`config.mk`:
```
export PLATFORM = sky130hd
export DESIGN_NAME = uart_tx_fifo_arbiter
export DESIGN_NICKNAME = d
export VERILOG_FILES = /design/src/rtl/uart_arb_pkg.sv /design/src/rtl/rr_pick.sv /design/src/rtl/uart_tx_fifo_arbiter.sv
export SDC_FILE = /design/constraint.sdc
export NUM_CORES = 1
export LEC_CHECK = 0
export ABC_AREA = 0
export CAP_MARGIN = 20
export CORE_MARGIN = 5
export CORE_UTILIZATION = 34
export CTS_CLUSTER_DIAMETER = 200
export DETAILED_ROUTE_END_ITERATION = 12
export PLACE_DENSITY = 0.66
export SLEW_MARGIN = 20
export SYNTH_ARGS = -nofsm -noshare
export SYNTH_HDL_FRONTEND = slang
export SYNTH_SLANG_ARGS = --single-unit
```
`constraint.sdc`:
```
create_clock -name clk -period 3 [get_ports clk]
set_input_delay 0.45 -clock clk [delete_from_list [all_inputs] [get_ports clk]]
set_output_delay 0.45 -clock clk [all_outputs]
set_load 0.05 [all_outputs]
```
`src/rtl/uart_arb_pkg.sv`:
```
// Shared types and constants for the UART TX FIFO arbiter.
// State encoding, channel-index width helper and default stall timeout.
package uart_arb_pkg;

  typedef enum logic [1:0] {
    StIdle = 2'd0,
    StRead = 2'd1,
    StCapt = 2'd2,
    StSend = 2'd3
  } arb_state_e;

  localparam int unsigned DefaultTimeout = 1024;

  // Width of a channel index; never below one bit.
  function automatic int unsigned ch_w(input int unsigned num_ch);
    return (num_ch > 1) ? $clog2(num_ch) : 1;
  endfunction

endpackage

```
`src/rtl/rr_pick.sv`:
```
// Combinational rotating-priority picker: first requester after ptr, wrapping
// modulo NUM_CH. Returns one-hot grant, encoded index and a found flag.
module rr_pick
  import uart_arb_pkg::*;
#(
  parameter int unsigned NUM_CH = 4,
  parameter int unsigned CH_W   = ch_w(NUM_CH)
) (
  input  logic [NUM_CH-1:0] req,
  input  logic [CH_W-1:0]   ptr,
  output logic [NUM_CH-1:0] gnt,
  output logic [CH_W-1:0]   idx,
  output logic              found
);

  function automatic logic [CH_W-1:0] wrap_idx(input logic [CH_W-1:0] p, input int unsigned off);
    int unsigned s;
    s = (32'(p) + off) % NUM_CH;
    return CH_W'(s);
  endfunction

  always_comb begin
    gnt   = '0;
    idx   = '0;
    found = 1'b0;
    // Lowest offset from ptr wins; ptr itself is scanned last.
    for (int unsigned off = 1; off <= NUM_CH; off++) begin
      if (!found && req[wrap_idx(ptr, off)]) begin
        found                    = 1'b1;
        idx                      = wrap_idx(ptr, off);
        gnt[wrap_idx(ptr, off)]  = 1'b1;
      end
    end
  end

endmodule

```
`src/rtl/uart_tx_fifo_arbiter.sv`:
```
// Packet-atomic round-robin arbiter feeding one UART TX byte port from NUM_CH
// FIFOs with one-cycle read latency; a granted channel keeps the port per frame.
module uart_tx_fifo_arbiter
  import uart_arb_pkg::*;
#(
  parameter int unsigned NUM_CH  = 4,
  parameter int unsigned WIDTH   = 8,
  parameter int unsigned TIMEOUT = DefaultTimeout,
  localparam int unsigned CH_W   = ch_w(NUM_CH)
) (
  input  logic                    clk,
  input  logic                    rst,
  input  logic [NUM_CH-1:0]       fifo_empty,
  input  logic [NUM_CH-1:0]       fifo_wr_en,
  input  logic [NUM_CH*WIDTH-1:0] fifo_dout,
  input  logic [NUM_CH-1:0]       fifo_dout_last,
  output logic [NUM_CH-1:0]       fifo_rd_en,
  output logic [WIDTH-1:0]        tx_data,
  output logic                    tx_last,
  output logic [CH_W-1:0]         tx_chan,
  output logic                    tx_valid,
  input  logic                    tx_ready,
  output logic                    busy,
  output logic                    frame_abort
);

  localparam int unsigned TMR_W = (TIMEOUT > 1) ? $clog2(TIMEOUT) : 1;
  localparam logic [TMR_W-1:0] TimerLast = TMR_W'(TIMEOUT - 1);

  arb_state_e        state_q, state_d;
  logic [NUM_CH-1:0] grant_oh_q, grant_oh_d;
  logic [CH_W-1:0]   grant_q, grant_d;
  logic [CH_W-1:0]   rr_ptr_q, rr_ptr_d;
  logic [TMR_W-1:0]  timer_q, timer_d;
  logic [WIDTH-1:0]  tx_data_q, tx_data_d;
  logic              tx_last_q, tx_last_d;
  logic [CH_W-1:0]   tx_chan_q, tx_chan_d;

  logic [NUM_CH-1:0] pick_gnt;
  logic [CH_W-1:0]   pick_idx;
  logic              pick_found;
  logic              read_ok;

  rr_pick #(
    .NUM_CH (NUM_CH),
    .CH_W   (CH_W)
  ) u_rr_pick (
    .req   (~fifo_empty),
    .ptr   (rr_ptr_q),
    .gnt   (pick_gnt),
    .idx   (pick_idx),
    .found (pick_found)
  );

  // A same-cycle write wins over a read inside the FIFO, so hold off the read.
  assign read_ok = |(grant_oh_q & ~fifo_empty & ~fifo_wr_en);

  always_comb begin
    state_d     = state_q;
    grant_oh_d  = grant_oh_q;
    grant_d     = grant_q;
    rr_ptr_d    = rr_ptr_q;
    timer_d     = timer_q;
    tx_data_d   = tx_data_q;
    tx_last_d   = tx_last_q;
    tx_chan_d   = tx_chan_q;
    fifo_rd_en  = '0;
    frame_abort = 1'b0;
    unique case (state_q)
      StIdle: begin
        if (pick_found) begin
          grant_oh_d = pick_gnt;
          grant_d    = pick_idx;
          state_d    = StRead;
        end
      end
      StRead: begin
        if (read_ok) begin
          fifo_rd_en = grant_oh_q;
          timer_d    = '0;
          state_d    = StCapt;
        end else if (timer_q == TimerLast) begin
          frame_abort = 1'b1;
          rr_ptr_d    = grant_q;
          timer_d     = '0;
          state_d     = StIdle;
        end else begin
          timer_d = timer_q + 1'b1;
        end
      end
      StCapt: begin
        tx_data_d = fifo_dout[32'(grant_q)*WIDTH +: WIDTH];
        tx_last_d = fifo_dout_last[grant_q];
        tx_chan_d = grant_q;
        state_d   = StSend;
      end
      StSend: begin
        if (tx_ready) begin
          if (tx_last_q) begin
            rr_ptr_d = grant_q;
            state_d  = StIdle;
          end else begin
            state_d = StRead;
          end
        end
      end
      default: state_d = StIdle;
    endcase
  end

  always_ff @(posedge clk or posedge rst) begin
    if (rst) begin
      state_q    <= StIdle;
      grant_oh_q <= '0;
      grant_q    <= '0;
      rr_ptr_q   <= CH_W'(NUM_CH - 1);
      timer_q    <= '0;
      tx_data_q  <= '0;
      tx_last_q  <= 1'b0;
      tx_chan_q  <= '0;
    end else begin
      state_q    <= state_d;
      grant_oh_q <= grant_oh_d;
      grant_q    <= grant_d;
      rr_ptr_q   <= rr_ptr_d;
      timer_q    <= timer_d;
      tx_data_q  <= tx_data_d;
      tx_last_q  <= tx_last_d;
      tx_chan_q  <= tx_chan_d;
    end
  end

  assign tx_data  = tx_data_q;
  assign tx_last  = tx_last_q;
  assign tx_chan  = tx_chan_q;
  assign tx_valid = (state_q == StSend);
  assign busy     = (state_q != StIdle);

endmodule

```
After elaboration in Yosys (flattened, before gate mapping). Cells that the tools add are included.

Add/subtract/negate cells: 5. $mul: 0. Div/mod/pow operators: 0. Order comparisons: 9. Equal/unequal tests: 10. Shift operators: 1. Multiplexer cells: 48. Bitwise gates (word level): 7. Reductions and logical operators: 17.

Operators by type and width (count): $shiftx 32x6->8 (1); $mux 2 (12); $mux 4 (6); $mux 10 (2); $mux 1 (17); $lt 2x3->1 const B (5); $or 4x4->4 (3); $add 10x1->10 const B (1); $bmux 1 s2 (5); $eq 10x10->1 const B (1); $and 4x4->4 (2); $demux 1 s2 (4); $ge 2x1->1 const B (4); $not 4->4 (2); $pmux 2 s4 (1); $logic_and 1x1->1 (7); $ne 2x2->1 const B (3); $reduce_and 5->1 (1); $add 2x1->2 const B (2); $add 2x2->2 const B (2); $eq 2x2->1 const B (2); $ne 2x1->1 const B (2); $pmux 2 s2 (1); $reduce_bool 2->1 (2); 7 further kinds (9).

Register bits: 31. Bits in latches: 0. Memory bits (writable): 0. Memory bits (read-only): 0. Input port bits: 47. Output and inout bits: 18. Memories: 0.

Depth between registers and ports, before layout. Gate-level depths: netlist of the first run.

Depth after elaboration: 15. Depth in mapped cells: 10.

Cells and area by module. Synthesis of the first run repeated with hierarchy kept, for this count alone.

Cell total of the unflattened synthesis: 249. Area, all modules: 2443.6 sq um.

By module, submodules not included: uart_tx_fifo_arbiter (times used 1, cells each 163, area an instance 1814.2 sq um); rr_pick (times used 1, cells each 86, area an instance 629.4 sq um).

Worst setup path before layout of the first run. OpenSTA, ideal clock, no wires.

Kind: register to register. Start: register rr_ptr_q[0]. End: register grant_q[1]. Library setup time: 126 ps. Arrival time: 2268 ps. Slack: 606 ps. Stages on the path, launching flop included: 11. Buffers on the path: 3. Period minus slack after synthesis: 2394 ps. Cell sequence: dfstp_2 -> buf_2 -> inv_1 -> ha_1 -> clkbuf_2 -> mux4_2 -> buf_2 -> a21oi_1 -> a211oi_1 -> a21oi_1 -> o32a_1.

Word-level cells in the longest chain between the ends: 14. Elaborated cells on any way between the ends: 27.

RTL lines: start: declaration (RTL line uart_tx_fifo_arbiter.sv:33) `logic [CH_W-1:0] rr_ptr_q, rr_ptr_d;`; start signal: assignment (RTL line uart_tx_fifo_arbiter.sv:116) `rr_ptr_q <= CH_W'(NUM_CH - 1);`; start signal: assignment (RTL line uart_tx_fifo_arbiter.sv:125) `rr_ptr_q <= rr_ptr_d;`; $add 2x1->2 (RTL line rr_pick.sv:18) `s = (32'(p) + off) % NUM_CH;`; $bmux 1 s2 (RTL line rr_pick.sv:28) `if (!found && req[wrap_idx(ptr, off)]) begin`; $mux 1 (not written as such) (RTL line rr_pick.sv:28); $mux 1 (RTL line rr_pick.sv:28); $logic_not 1->1 (RTL line rr_pick.sv:28); $logic_and 1x1->1 (RTL line rr_pick.sv:28); $mux 1 (RTL line rr_pick.sv:28); $logic_not 1->1 (RTL line rr_pick.sv:28); $logic_and 1x1->1 (RTL line rr_pick.sv:28); $mux 1 (RTL line rr_pick.sv:28); $logic_not 1->1 (RTL line rr_pick.sv:28); $logic_and 1x1->1 (RTL line rr_pick.sv:28); $mux 1 (RTL line rr_pick.sv:28); $reduce_and 2->1 (no line); end signal: assignment (RTL line uart_tx_fifo_arbiter.sv:124) `grant_q <= grant_d;`; end: declaration (RTL line uart_tx_fifo_arbiter.sv:32) `logic [CH_W-1:0] grant_q, grant_d;`.

Parallel ways exist; a longest one is shown, timed or not. The select of a mux whose other input is x is not followed. A chain may end at the register's enable or synchronous reset.

Worst setup path after layout of the first run.
Start: input port fifo_empty[1]. End: output port frame_abort.

Word-level cells in the longest chain between the ends: 6.

RTL lines: start: declaration (RTL line uart_tx_fifo_arbiter.sv:13) `input logic [NUM_CH-1:0] fifo_empty,`; $not 4->4 (RTL line uart_tx_fifo_arbiter.sv:56) `assign read_ok = |(grant_oh_q & ~fifo_empty & ~fifo_wr_en);`; $and 4x4->4 (2 in a row) (RTL line uart_tx_fifo_arbiter.sv:56); $reduce_or 4->1 (RTL line uart_tx_fifo_arbiter.sv:56); $mux 1 (RTL line uart_tx_fifo_arbiter.sv:78) `if (read_ok) begin`; $mux 1 (RTL line uart_tx_fifo_arbiter.sv:69) `unique case (state_q)`; end: declaration (RTL line uart_tx_fifo_arbiter.sv:24) `output logic frame_abort`.

Every way passes these cells.

==> flow_summary.yaml, run 1 <==
die:
  dieArea_um2: 8200
  core_area_um2: 6350
  die_y_um: 90.6
  dieWidth_um: 90.6
  top_level_ports: 65
  initial_core_util_pct: 34.8
  rows: 29
run:
  cap_violations: 0
worst_setup_path:
  cp_max_fo: 12
  cp_slowest_cell: "clkdlybuf4s50_1"
  cpMostUsedCell: "nor2_1"
  worst_r2r_path_depth: 7
  slowest_delay_ns: 0.69
  path_class: "in2out"
  worstReg2RegEnd: "grant_oh_q[1]$_DFFE_PP0P_"
  crit_chain: "clkdlybuf4s50_1 -> nor2_1 -> a22oi_1 -> nand3_1 -> nor2_1 -> buf_12"
  reg2reg_from: "rr_ptr_q[0]$_DFFE_PP1P_"
  crit_required_ns: 2.55
  startpoint_type: "input pin"
  worstSetupEndpointType: "output port"
  r2r_slack_ns: 0.68
  cp_data_arrival_time_ns: 2.15
routing:
  drt-initial-drc-count: 88
  wl_per_cell_um: 15.5
  drc: 0
  vias: 1907
  wl_um: 5500
  drtPass1Iterations: 4
  via_per_inst: 5.39
  route.antenna.remaining_nets: 0
place:
  routabilityCongestion: 0.785
  io_buffer_count: 64
  place_area_um2: 2940
  detailed_place_hpwl_um: 4140
grt:
  grt_pass1_vias: 1860
  grt_max_degree: 32
  grtUsageMet1_pct: 16.9
  grt_pass1_wl_um: 9330
  grtUsageMet2_pct: 24.1
  use_met3_pct: 2.67
  grt_usage_pct: 13.8
  grt-busiest-layer: "met2"
  antenna_found_initial: 0
  grt_overflow: 0
status:
  status: "complete, no violations"
timing:
  rsz0062_at_grt: "no"
  min_period_ns: 2.60
  setup_viol: 0
  period_share_pct: 86.7
  fin_skew_ns: 0.00560
  whs_ns: 0.506
  worstMarginPinSlew_ns: 0.641
  max_freq_mhz: 385
  drv_slew: 0
  setup_tns_ns: 0
  relSlewSlack_pct: 57.3
  hold_viol: 0
clock_tree:
  cts_root_buffer: "clkbuf_8"
  clk_latency_ns: 0.28
  post_cts_buffers: 0
  ctsHoldBuffers: 0
  clk_pin_slew_worst_paths_ns: 0.06
  clockBufferDepth: 2
  postCtsResizedCells: 0
  htreeDepth: 2
  cts_tree: "built"
  clock-sinks: 31
  numCtsBuffers: 5
hold_path:
  worstHoldPathCells: 1
  hp-class: "reg2reg"
  worstHoldEndpoint: "tx_data[0]$_DFFE_PP0N_"
  hp-start: "tx_data[0]$_DFFE_PP0N_"
yosys:
  synth_area_leaders: "dfrtp_1 33%, mux4_2 12%, mux2_2 8.7%, o21ai_0 2.9%, nand2_1 2.9%"
  ys.flop_type: "dfrtp_1"
  synth_edf_count: 0
  yosys_warnings: 0
  synth.avg_cell_area_um2: 10.2
  netlist_area_um2: 2210
  yosysTopAreaCell: "dfrtp_1"
  netlist_instances: 216
  synthArstFlopShare_pct: 100
  synth_fp_nets: 268
  ys_seq_area_share_pct: 35.3
  synth_seq_cells: 31
  synth.top_cell.area_share_pct: 32.9
  ys_types: 45
layout:
  fin_area_um2: 3020
  n_fill_cell: 582
  syn2layout_area_growth_pct: 36.7
  utilization_pct: 47.5
  final_nets: 329
  drive_gt1_share_pct: 18.4
  diodes: 0
power_and_ir_drop:
  leakagePower_uw: 0.00120
  ir_drop_uv: 449
  power_density_nw_per_um2: 1020
## power breakdown
group          switching (uW)  total (uW)  internal [uW]
sequential                168         759            591
clock                     152         311            159
combinational            1080        2000            918
total                    1400        3070           1670
## cell usage after synthesis (3+ instances only)
library cell	count
mux4_2	12
o21ai_0	13
a22o_1	3
a21oi_1	8
nand3_1	8
a31oi_1	5
inv_1	6
nor2_1	14
ha_1	5
a221o_1	3
nand2_1	17
o22ai_1	6
mux2i_1	5
and2_1	7
buf_6	3
nand2b_1	7
buf_2	5
nor2b_1	4
and3_1	4
mux2_2	17
dfrtp_1	29
## kinds of logic after synthesis
group	synth area share, %
AND/OR/NAND/NOR	16.8
AO/OA/AOI/OAI	16.7
multiplexers	23.2
flip-flops	35.3
buffers and inverters	4.82
adder cells (fa/ha/maj)	2.83
XOR/XNOR	0.397
## routing by layer
layer	wire length, um	vias to the layer above
li1	-	935
met1	2390	928
met2	2830	39
met3	201	5
met4	89	0
met5	0	-
## worst max-delay path by stage
stage	startpoint	to	cells past startpoint
after global routing	fifo_empty[0]	frame_abort	6
after global placement	fifo_empty[0]	fifo_rd_en[1]	6
after floorplan	rr_ptr_q[0]$_DFFE_PP1P_	grant_q[1]$_DFFE_PP0P_	10
after detailed placement	fifo_empty[3]	fifo_rd_en[3]	6
final	fifo_empty[1]	frame_abort	6
after CTS	fifo_empty[1]	frame_abort	6
## cells in the final DEF (no fill, tap or decap), types with 5 or more instances in the layout
master	Yosys	final
a21oi_1	8	8
nor2_1	14	14
mux4_2	12	12
a31oi_1	5	5
nand3_1	8	8
ha_1	5	5
and2_1	7	7
buf_12	0	5
nand2_1	17	17
inv_1	6	6
o21ai_0	13	13
dfrtp_1	29	29
mux2i_1	5	5
mux2_2	17	17
clkbuf_8	0	5
nand2b_1	7	7
clkdlybuf4s50_1	0	59
o22ai_1	6	6
## flip-flops by register name (all words and copies together) (netlist names), named ones only
signal and flops:
grant_q 2, tx_last 1, grant_oh_q 4, tx_chan 2, state_q 1, tx_data 8, timer_q 10, rr_ptr_q 2
## layout make-up
cell class	instances	area, um2	area share [%]
clock buffer	7	76.3	2.53
inverter	6	22.5	0.747
multi-input combinational	165	1320	43.8
sequential	31	778	25.8
tap	77	96.3	3.19
timing repair buffer	68	721	23.9
## stage by stage
stage / setup WS, ns / power, uW / std cells
global route: 0.264 / 3310 / 354
CTS: 0.406 / 3100 / 354
global placement: 0.474 / 2760 / 347
detailed placement: 0.401 / 2780 / 347
finish: 0.400 / 3070 / 354
floorplan: 0.606 / 2240 / 216
## worst max-delay path, delay by kind of cell
kind,cells,cell delay (ns)
and+or+nand+nor,3,0.55
buffers and inverters,2,0.86
AOI/OAI and AO/OA,1,0.29
Note: power is estimated with default switching activity, not from simulation.
==> run 2: changes to the inputs <==
--- a/config.mk
+++ b/config.mk
@@ -11,6 +11,8 @@
 export CORE_UTILIZATION = 34
 export CTS_CLUSTER_DIAMETER = 200
 export DETAILED_ROUTE_END_ITERATION = 12
+export GPL_TIMING_DRIVEN = 0
+export MAX_ROUTING_LAYER = met4
 export PLACE_DENSITY = 0.66
 export SLEW_MARGIN = 20
 export SYNTH_ARGS = -nofsm -noshare
==> run 2 against run 1 <==
Critical endpoint unchanged. Worst setup slack lost 0.23 ns. Worst hold slack is essentially flat. Sequential power shrank 6.2%. Clock power is 21% higher. Highest routed layer unchanged.
==> flow_summary.yaml, run 2 (synthesized netlist as in run 1, its figures left out) <==
die:
  die_y_um: 90.6
  initial_core_util_pct: 34.8
  dieWidth_um: 90.6
  dieArea_um2: 8200
  top_level_ports: 65
  core_area_um2: 6350
  rows: 29
timing:
  rsz0062_at_grt: "no"
  relSlewSlack_pct: 56.0
  setup_viol: 0
  worstMarginPinSlew_ns: 0.659
  fin_skew_ns: 0.00858
  period_share_pct: 94.5
  min_period_ns: 2.83
  hold_viol: 0
  max_freq_mhz: 353
  drv_slew: 0
worst_setup_path:
  cp_max_fo: 8
  startpoint_type: "flip-flop"
  cp_slowest_cell: "dlygate4sd2_1"
  worstReg2RegEnd: "grant_q[1]$_DFFE_PP0P_"
  path_class: "reg2out"
  crit_required_ns: 2.55
  cp_data_arrival_time_ns: 2.38
  r2r_slack_ns: 0.33
  slowest_delay_ns: 0.55
  reg2reg_from: "rr_ptr_q[0]$_DFFE_PP1P_"
  cpMostUsedCell: "and3_1"
  cpLargestDelayFamily: "simple AND/OR/NAND/NOR gates"
  crit_chain: "ha_1 -> and3_1 -> and3_1 -> nand3_1 -> nor2_1 -> dlygate4sd2_1"
  worst-path-buf-inv: 1
  worst_r2r_path_depth: 10
  worstSetupEndpointType: "output port"
layout:
  final_cells: 363
  utilization_pct: 47.9
  mostFrequentLayoutCell: "clkdlybuf4s50_1"
  multi_input_area_um2: 1330
  n_fill_cell: 588
  diodes: 0
  drive_gt1_share_pct: 19.9
  largest_reg_flops: 10
  layout_common_cells: "57 x clkdlybuf4s50_1, 29 x dfrtp_1, 17 x mux2_2, 17 x nand2_1, 14 x nor2_1"
  final_nets: 337
  top_register: "timer_q"
  regArea_um2: 778
  syn2layout_area_growth_pct: 37.8
run:
  cap_violations: 0
place:
  routabilityCongestion: 0.863
  placedCellCount: 355
  detailed_place_hpwl_um: 4290
  io_buffer_count: 62
power_and_ir_drop:
  ir_drop_uv: 567
  power_density_nw_per_um2: 1030
  leakagePower_uw: 0.00128
clock_tree:
  clockBufferDepth: 2
  cts_tree: "built"
  clock-sinks: 31
  clk_latency_ns: 0.29
  clk_pin_slew_worst_paths_ns: 0.07
  cts_root_buffer: "clkbuf_8"
  htreeDepth: 2
  numCtsBuffers: 5
  ctsHoldBuffers: 0
grt:
  grt_max_degree: 32
  grt_pass1_wl_um: 9580
  antenna_found_initial: 0
  grt_usage_pct: 14.4
  grt_overflow: 0
  grt_pass1_vias: 1938
routing:
  wl_um: 5620
  via_per_inst: 5.36
  drt-initial-drc-count: 81
  drc: 0
  wl_per_cell_um: 15.5
  route.antenna.remaining_nets: 0
  drtPass1Iterations: 4
  vias: 1947
hold_path:
  hp-class: "reg2reg"
  worstHoldPathCells: 1
  hp-start: "tx_data[0]$_DFFE_PP0N_"
  worstHoldEndpoint: "tx_data[0]$_DFFE_PP0N_"
status:
  status: "complete, no violations"
-- run 2: cell count changes in the layout (fill, tap and decap cells not counted), sizes merged --
cell / before / now
dlymetal6s2s: 0 / 4
dlygate4sd2: 0 / 1
clkbuf: 7 / 11
buf: 9 / 10
clkinvlp: 0 / 1
clkdlybuf4s50: 59 / 57
-- run 2: through the flow --
| step | hold WS, ns | power, uW | worst slack [ns] | instance area [um2] | TNS (ns) |
|---|---|---|---|---|---|
| 5_1_grt | 0.528 | 3370 | 0.0194 | 3040 | 0 |
| 4_1_cts | 0.511 | 3170 | 0.0181 | 3030 | 0 |
| 3_5_place_dp | 0.495 | 2780 | -0.121 | 2920 | -0.461 |
| 2_1_floorplan | 0.465 | 2240 | 0.606 | 2210 | 0 |
| 3_3_place_gp | 0.486 | 2760 | -0.102 | 2920 | -0.398 |
| 6_report | 0.506 | 3150 | 0.166 | 3040 | 0 |
-- run 2: final cells by class --
class	count	share of cell area, %
Multi-Input combinational cell	165	43.6
Sequential cell	31	25.6
Timing Repair Buffer	62	20.7
Clock buffer	7	3.17
Tap cell	77	3.17
Buffer	14	2.76
Inverter	6	0.741
Clock inverter	1	0.247
-- run 2: what timing repair did --
action | CTS | global route
setup buffers | 0 | 0
endpoints found under the setup margin | 5 | 4
resized for setup | 2 | 4
-- run 2: worst max-delay path by stage --
| stage | startpoint | end | slack (ns) | cells past startpoint |
|---|---|---|---|---|
| floorplan | rr_ptr_q[0]$_DFFE_PP1P_ | grant_q[1]$_DFFE_PP0P_ | 0.61 | 10 |
| detailed placement | fifo_empty[3] | fifo_rd_en[1] | -0.12 | 6 |
| finish | timer_q[0]$_DFFE_PP0P_ | frame_abort | 0.17 | 6 |
| CTS | fifo_empty[3] | fifo_rd_en[1] | 0.02 | 6 |
| global placement | fifo_empty[3] | fifo_rd_en[1] | -0.10 | 6 |
| global route | timer_q[0]$_DFFE_PP0P_ | frame_abort | 0.02 | 6 |
-- run 2: metal layers --
metal	GRT usage (%)	vias up	part of all wire, %
li1	-	944	-
met1	17.6	957	43
met2	24.2	44	52
met3	2.75	2	4.6
met4	4.47	0	0.71
met5	-	-	0
-- run 2: power by group --
| group | total, uW | switching, uW | internal [uW] |
|---|---|---|---|
| clock network | 375 | 166 | 209 |
| registers | 712 | 120 | 592 |
| logic | 2060 | 1150 | 907 |
| total | 3150 | 1440 | 1710 |
==> run 3: changes to the inputs <==
--- a/config.mk
+++ b/config.mk
@@ -7,13 +7,15 @@
 export LEC_CHECK = 0
 export ABC_AREA = 0
 export CAP_MARGIN = 20
+export CELL_PAD_IN_SITES_DETAIL_PLACEMENT = 2
+export CELL_PAD_IN_SITES_GLOBAL_PLACEMENT = 2
 export CORE_MARGIN = 5
-export CORE_UTILIZATION = 34
+export CORE_UTILIZATION = 29
 export CTS_CLUSTER_DIAMETER = 200
 export DETAILED_ROUTE_END_ITERATION = 12
 export GPL_TIMING_DRIVEN = 0
 export MAX_ROUTING_LAYER = met4
-export PLACE_DENSITY = 0.66
+export PLACE_DENSITY = 0.85
 export SLEW_MARGIN = 20
 export SYNTH_ARGS = -nofsm -noshare
 export SYNTH_HDL_FRONTEND = slang
==> run 3 against run 2 <==
The run now fails in detailed routing. Global-route usage up 3.7 points. Synthesized cell count unchanged. Synthesized area unchanged.
==> flow_summary.yaml, run 3 <==
status:
  status: "stopped before the end"
  error_line: "[ERROR DRT-0255] Maze Route cannot find path of net clk in worker of routeBox ( 48300 0 ) ( 97240 48300 )."
  haltStage: "detailed routing"
yosys:
  synthArstFlopShare_pct: 100
  synth_seq_cells: 31
  yosysTopAreaCell: "dfrtp_1"
  ys_seq_area_share_pct: 35.3
  netlist_instances: 216
  synth_fp_nets: 268
  synthAdderAreaFrac_pct: 2.83
  synth_edf_count: 0
  synth.avg_cell_area_um2: 10.2
  yosys_warnings: 0
  synth.top_cell.area_share_pct: 32.9
  netlist_area_um2: 2210
  synth_xor_area_share_pct: 0.397
  synth_top_family_by_area: "multiplexers"
  ys.flop_type: "dfrtp_1"
  synth_area_leaders: "dfrtp_1 33%, mux4_2 12%, mux2_2 8.7%, o21ai_0 2.9%, nand2_1 2.9%"
  yosys.area_share.simple_pct: 16.8
  synth-compound-area-share_pct: 16.7
  ys_types: 45
  synth_common_cells: "29 x dfrtp_1, 17 x mux2_2, 17 x nand2_1"
  synth_mux_area_share_pct: 23.2
  synth_most_common_cell: "dfrtp_1"
clock_tree:
  post_cts_buffers: 0
  numCtsBuffers: 5
  htreeDepth: 2
  clockBufferDepth: 2
  clock-sinks: 31
  cts_root_buffer: "clkbuf_8"
  ctsHoldBuffers: 0
die:
  rows: 31
  dieWidth_um: 97.2
  initial_core_util_pct: 30.1
  die_y_um: 97.2
  top_level_ports: 65
grt:
  grt_pass1_vias: 2394
  grt_usage_pct: 18.1
  grt_pass1_wl_um: 13200
  antenna_found_initial: 0
  grt_overflow: 0
  grt_max_degree: 32
place:
  io_buffer_count: 62
  placedCellCount: 377
  place_area_um2: 2950
  routabilityCongestion: 0.769
  detailed_place_hpwl_um: 6210
-- run 3: cell counts after synthesis --
Identical to the previous run, type by type.
-- run 3: routing by layer --
metal  GRT usage [%]
met1            18.5
met2            35.9
met3            2.66
met4            4.37
met5               -
-- run 3: cells by family after synthesis --
group	count (synthesis)
compound gates	54
xor+xnor	1
fa+ha+maj	5
buf+inv	20
flops	31
mux	34
simple gates	71
-- run 3: through the flow --
step / utilization (%) / setup slack (ns)
2_1_floorplan: - / 0.606
3_3_place_gp: 40.3 / -0.153
4_1_cts: 41.3 / 0.153
5_1_grt: 41.3 / 0.00351
3_5_place_dp: 40.3 / -0.196
-- run 3: what timing repair did --
action | in CTS | in global routing
setup endpoints to repair | 5 | 0
hold endpoints to repair | 0 | 0
resized for setup | 6 | 0
==> run 4: changes to the inputs <==
--- a/config.mk
+++ b/config.mk
@@ -7,15 +7,11 @@
 export LEC_CHECK = 0
 export ABC_AREA = 0
 export CAP_MARGIN = 20
-export CELL_PAD_IN_SITES_DETAIL_PLACEMENT = 2
-export CELL_PAD_IN_SITES_GLOBAL_PLACEMENT = 2
 export CORE_MARGIN = 5
-export CORE_UTILIZATION = 29
-export CTS_CLUSTER_DIAMETER = 200
+export CORE_UTILIZATION = 20
 export DETAILED_ROUTE_END_ITERATION = 12
 export GPL_TIMING_DRIVEN = 0
-export MAX_ROUTING_LAYER = met4
-export PLACE_DENSITY = 0.85
+export PLACE_DENSITY_LB_ADDON = 0.15
 export SLEW_MARGIN = 20
 export SYNTH_ARGS = -nofsm -noshare
 export SYNTH_HDL_FRONTEND = slang
==> run 4 against run 3 <==
The flow now finishes without violations. Global-route usage down 8.0 points.
==> flow_summary.yaml, run 4 (synthesized netlist as in run 1, its figures left out) <==
clock_tree:
  ctsHoldBuffers: 0
  cts_root_buffer: "clkbuf_8"
  htreeDepth: 2
  clk_pin_slew_worst_paths_ns: 0.07
  clk_latency_ns: 0.28
  postCtsResizedCells: 6
  clockBufferDepth: 2
  post_cts_buffers: 0
  numCtsBuffers: 5
  clock-sinks: 31
  cts_tree: "built"
routing:
  drt-initial-drc-count: 83
  wl_per_cell_um: 15.0
  drc: 0
  via_per_inst: 4.52
  drtPass1Iterations: 4
  route.antenna.remaining_nets: 0
  wl_um: 6400
  vias: 1925
power_and_ir_drop:
  power_density_nw_per_um2: 1040
  ir_drop_uv: 498
  leakagePower_uw: 0.00125
die:
  rows: 38
  core_area_um2: 10800
  initial_core_util_pct: 20.4
  die_y_um: 115
  dieArea_um2: 13200
  dieWidth_um: 115
  top_level_ports: 65
place:
  io_buffer_count: 62
  detailed_place_hpwl_um: 4920
  placedCellCount: 418
  routabilityCongestion: 0.792
  place_area_um2: 3000
timing:
  relSlewSlack_pct: 54.5
  period_share_pct: 92.9
  fin_skew_ns: 0.00639
  max_freq_mhz: 359
  min_period_ns: 2.79
  rsz0062_at_grt: "no"
  drv_slew: 0
  setup_tns_ns: 0
  worstMarginPinSlew_ns: 0.681
  setup_viol: 0
  hold_viol: 0
layout:
  layout_common_cells: "57 x clkdlybuf4s50_1, 29 x dfrtp_1, 17 x mux2_2, 17 x nand2_1, 14 x nor2_1"
  drive_gt1_share_pct: 19.9
  diodes: 0
  syn2layout_area_growth_pct: 41.3
  final_cells: 426
  utilization_pct: 28.8
  fin_area_um2: 3120
  final_nets: 337
  largest_reg_flops: 10
  mostFrequentLayoutCell: "clkdlybuf4s50_1"
  top_register: "timer_q"
grt:
  antenna_found_initial: 0
  grt_overflow: 0
  grt_usage_pct: 10.1
  grt_max_degree: 32
  grt_pass1_vias: 2055
  grt_pass1_wl_um: 10700
worst_setup_path:
  cp_data_arrival_time_ns: 2.34
  cp_max_fo: 5
  crit_required_ns: 2.55
  path_class: "in2out"
  worstSetupEndpointType: "output port"
  startpoint_type: "input pin"
status:
  status: "complete, no violations"
run:
  cap_violations: 0
hold_path:
  hp-class: "reg2reg"
==> run 4: metrics by stage <==
stage	hold slack, ns	total power, uW	setup WS [ns]
finish	0.510	3230	0.214
global route	0.529	3480	0.0567
CTS	0.515	3280	0.191
detailed placement	0.498	2830	-0.251
global placement	0.488	2830	-0.242
floorplan	0.465	2240	0.606
==> run 4: area by class of cell <==
type	instances	area, um2
fill	1190	7720
multi-input combinational	165	1330
sequential	31	778
timing repair buffer	62	614
tap	140	175
buffer	14	83.8
clock buffer	6	82.6
clock inverter	2	35.0
inverter	6	22.5
==> run 4: critical path, stage by stage <==
cell and delay, ns:
clkdlybuf4s50_1 0.55, nor2_1 0.07, a22oi_1 0.28, nand3_1 0.27
nor2_1 0.17, dlygate4sd2_1 0.55
==> run 4: worst paths after layout <==
| check | from | end | slack [ns] | depth (start not counted) |
|---|---|---|---|---|
| worst max register to register | rr_ptr_q[0]$_DFFE_PP1P_ | grant_q[1]$_DFFE_PP0P_ | 0.31 | 10 |
| worst min-delay path | tx_data[1]$_DFFE_PP0N_ | tx_data[1]$_DFFE_PP0N_ | 0.51 | 1 |
| worst min register to register | tx_data[1]$_DFFE_PP0N_ | tx_data[1]$_DFFE_PP0N_ | 0.51 | 1 |
| max in group asynchronous | rst | tx_last$_DFFE_PP0N_ | 1.97 | 2 |
| min in group asynchronous | rst | tx_data[1]$_DFFE_PP0N_ | 0.58 | 2 |
| worst max-delay path | fifo_empty[1] | frame_abort | 0.21 | 6 |
==> run 4: per-layer routing <==
layer | vias up | part of all wire [%] | GRT usage [%]
met4 | 0 | 0.86 | 2.50
met2 | 38 | 48 | 16.8
met3 | 6 | 4.3 | 2.47
li1 | 946 | - | -
met5 | - | 0 | 0
met1 | 935 | 46 | 13.3
==> run 4: power by group <==
| part | leakage [uW] | internal [uW] | total, uW | switching (uW) |
|---|---|---|---|---|
| logic | 0.000807 | 896 | 2070 | 1180 |
| clock network | 0.0000612 | 269 | 437 | 169 |
| registers | 0.000377 | 592 | 718 | 126 |
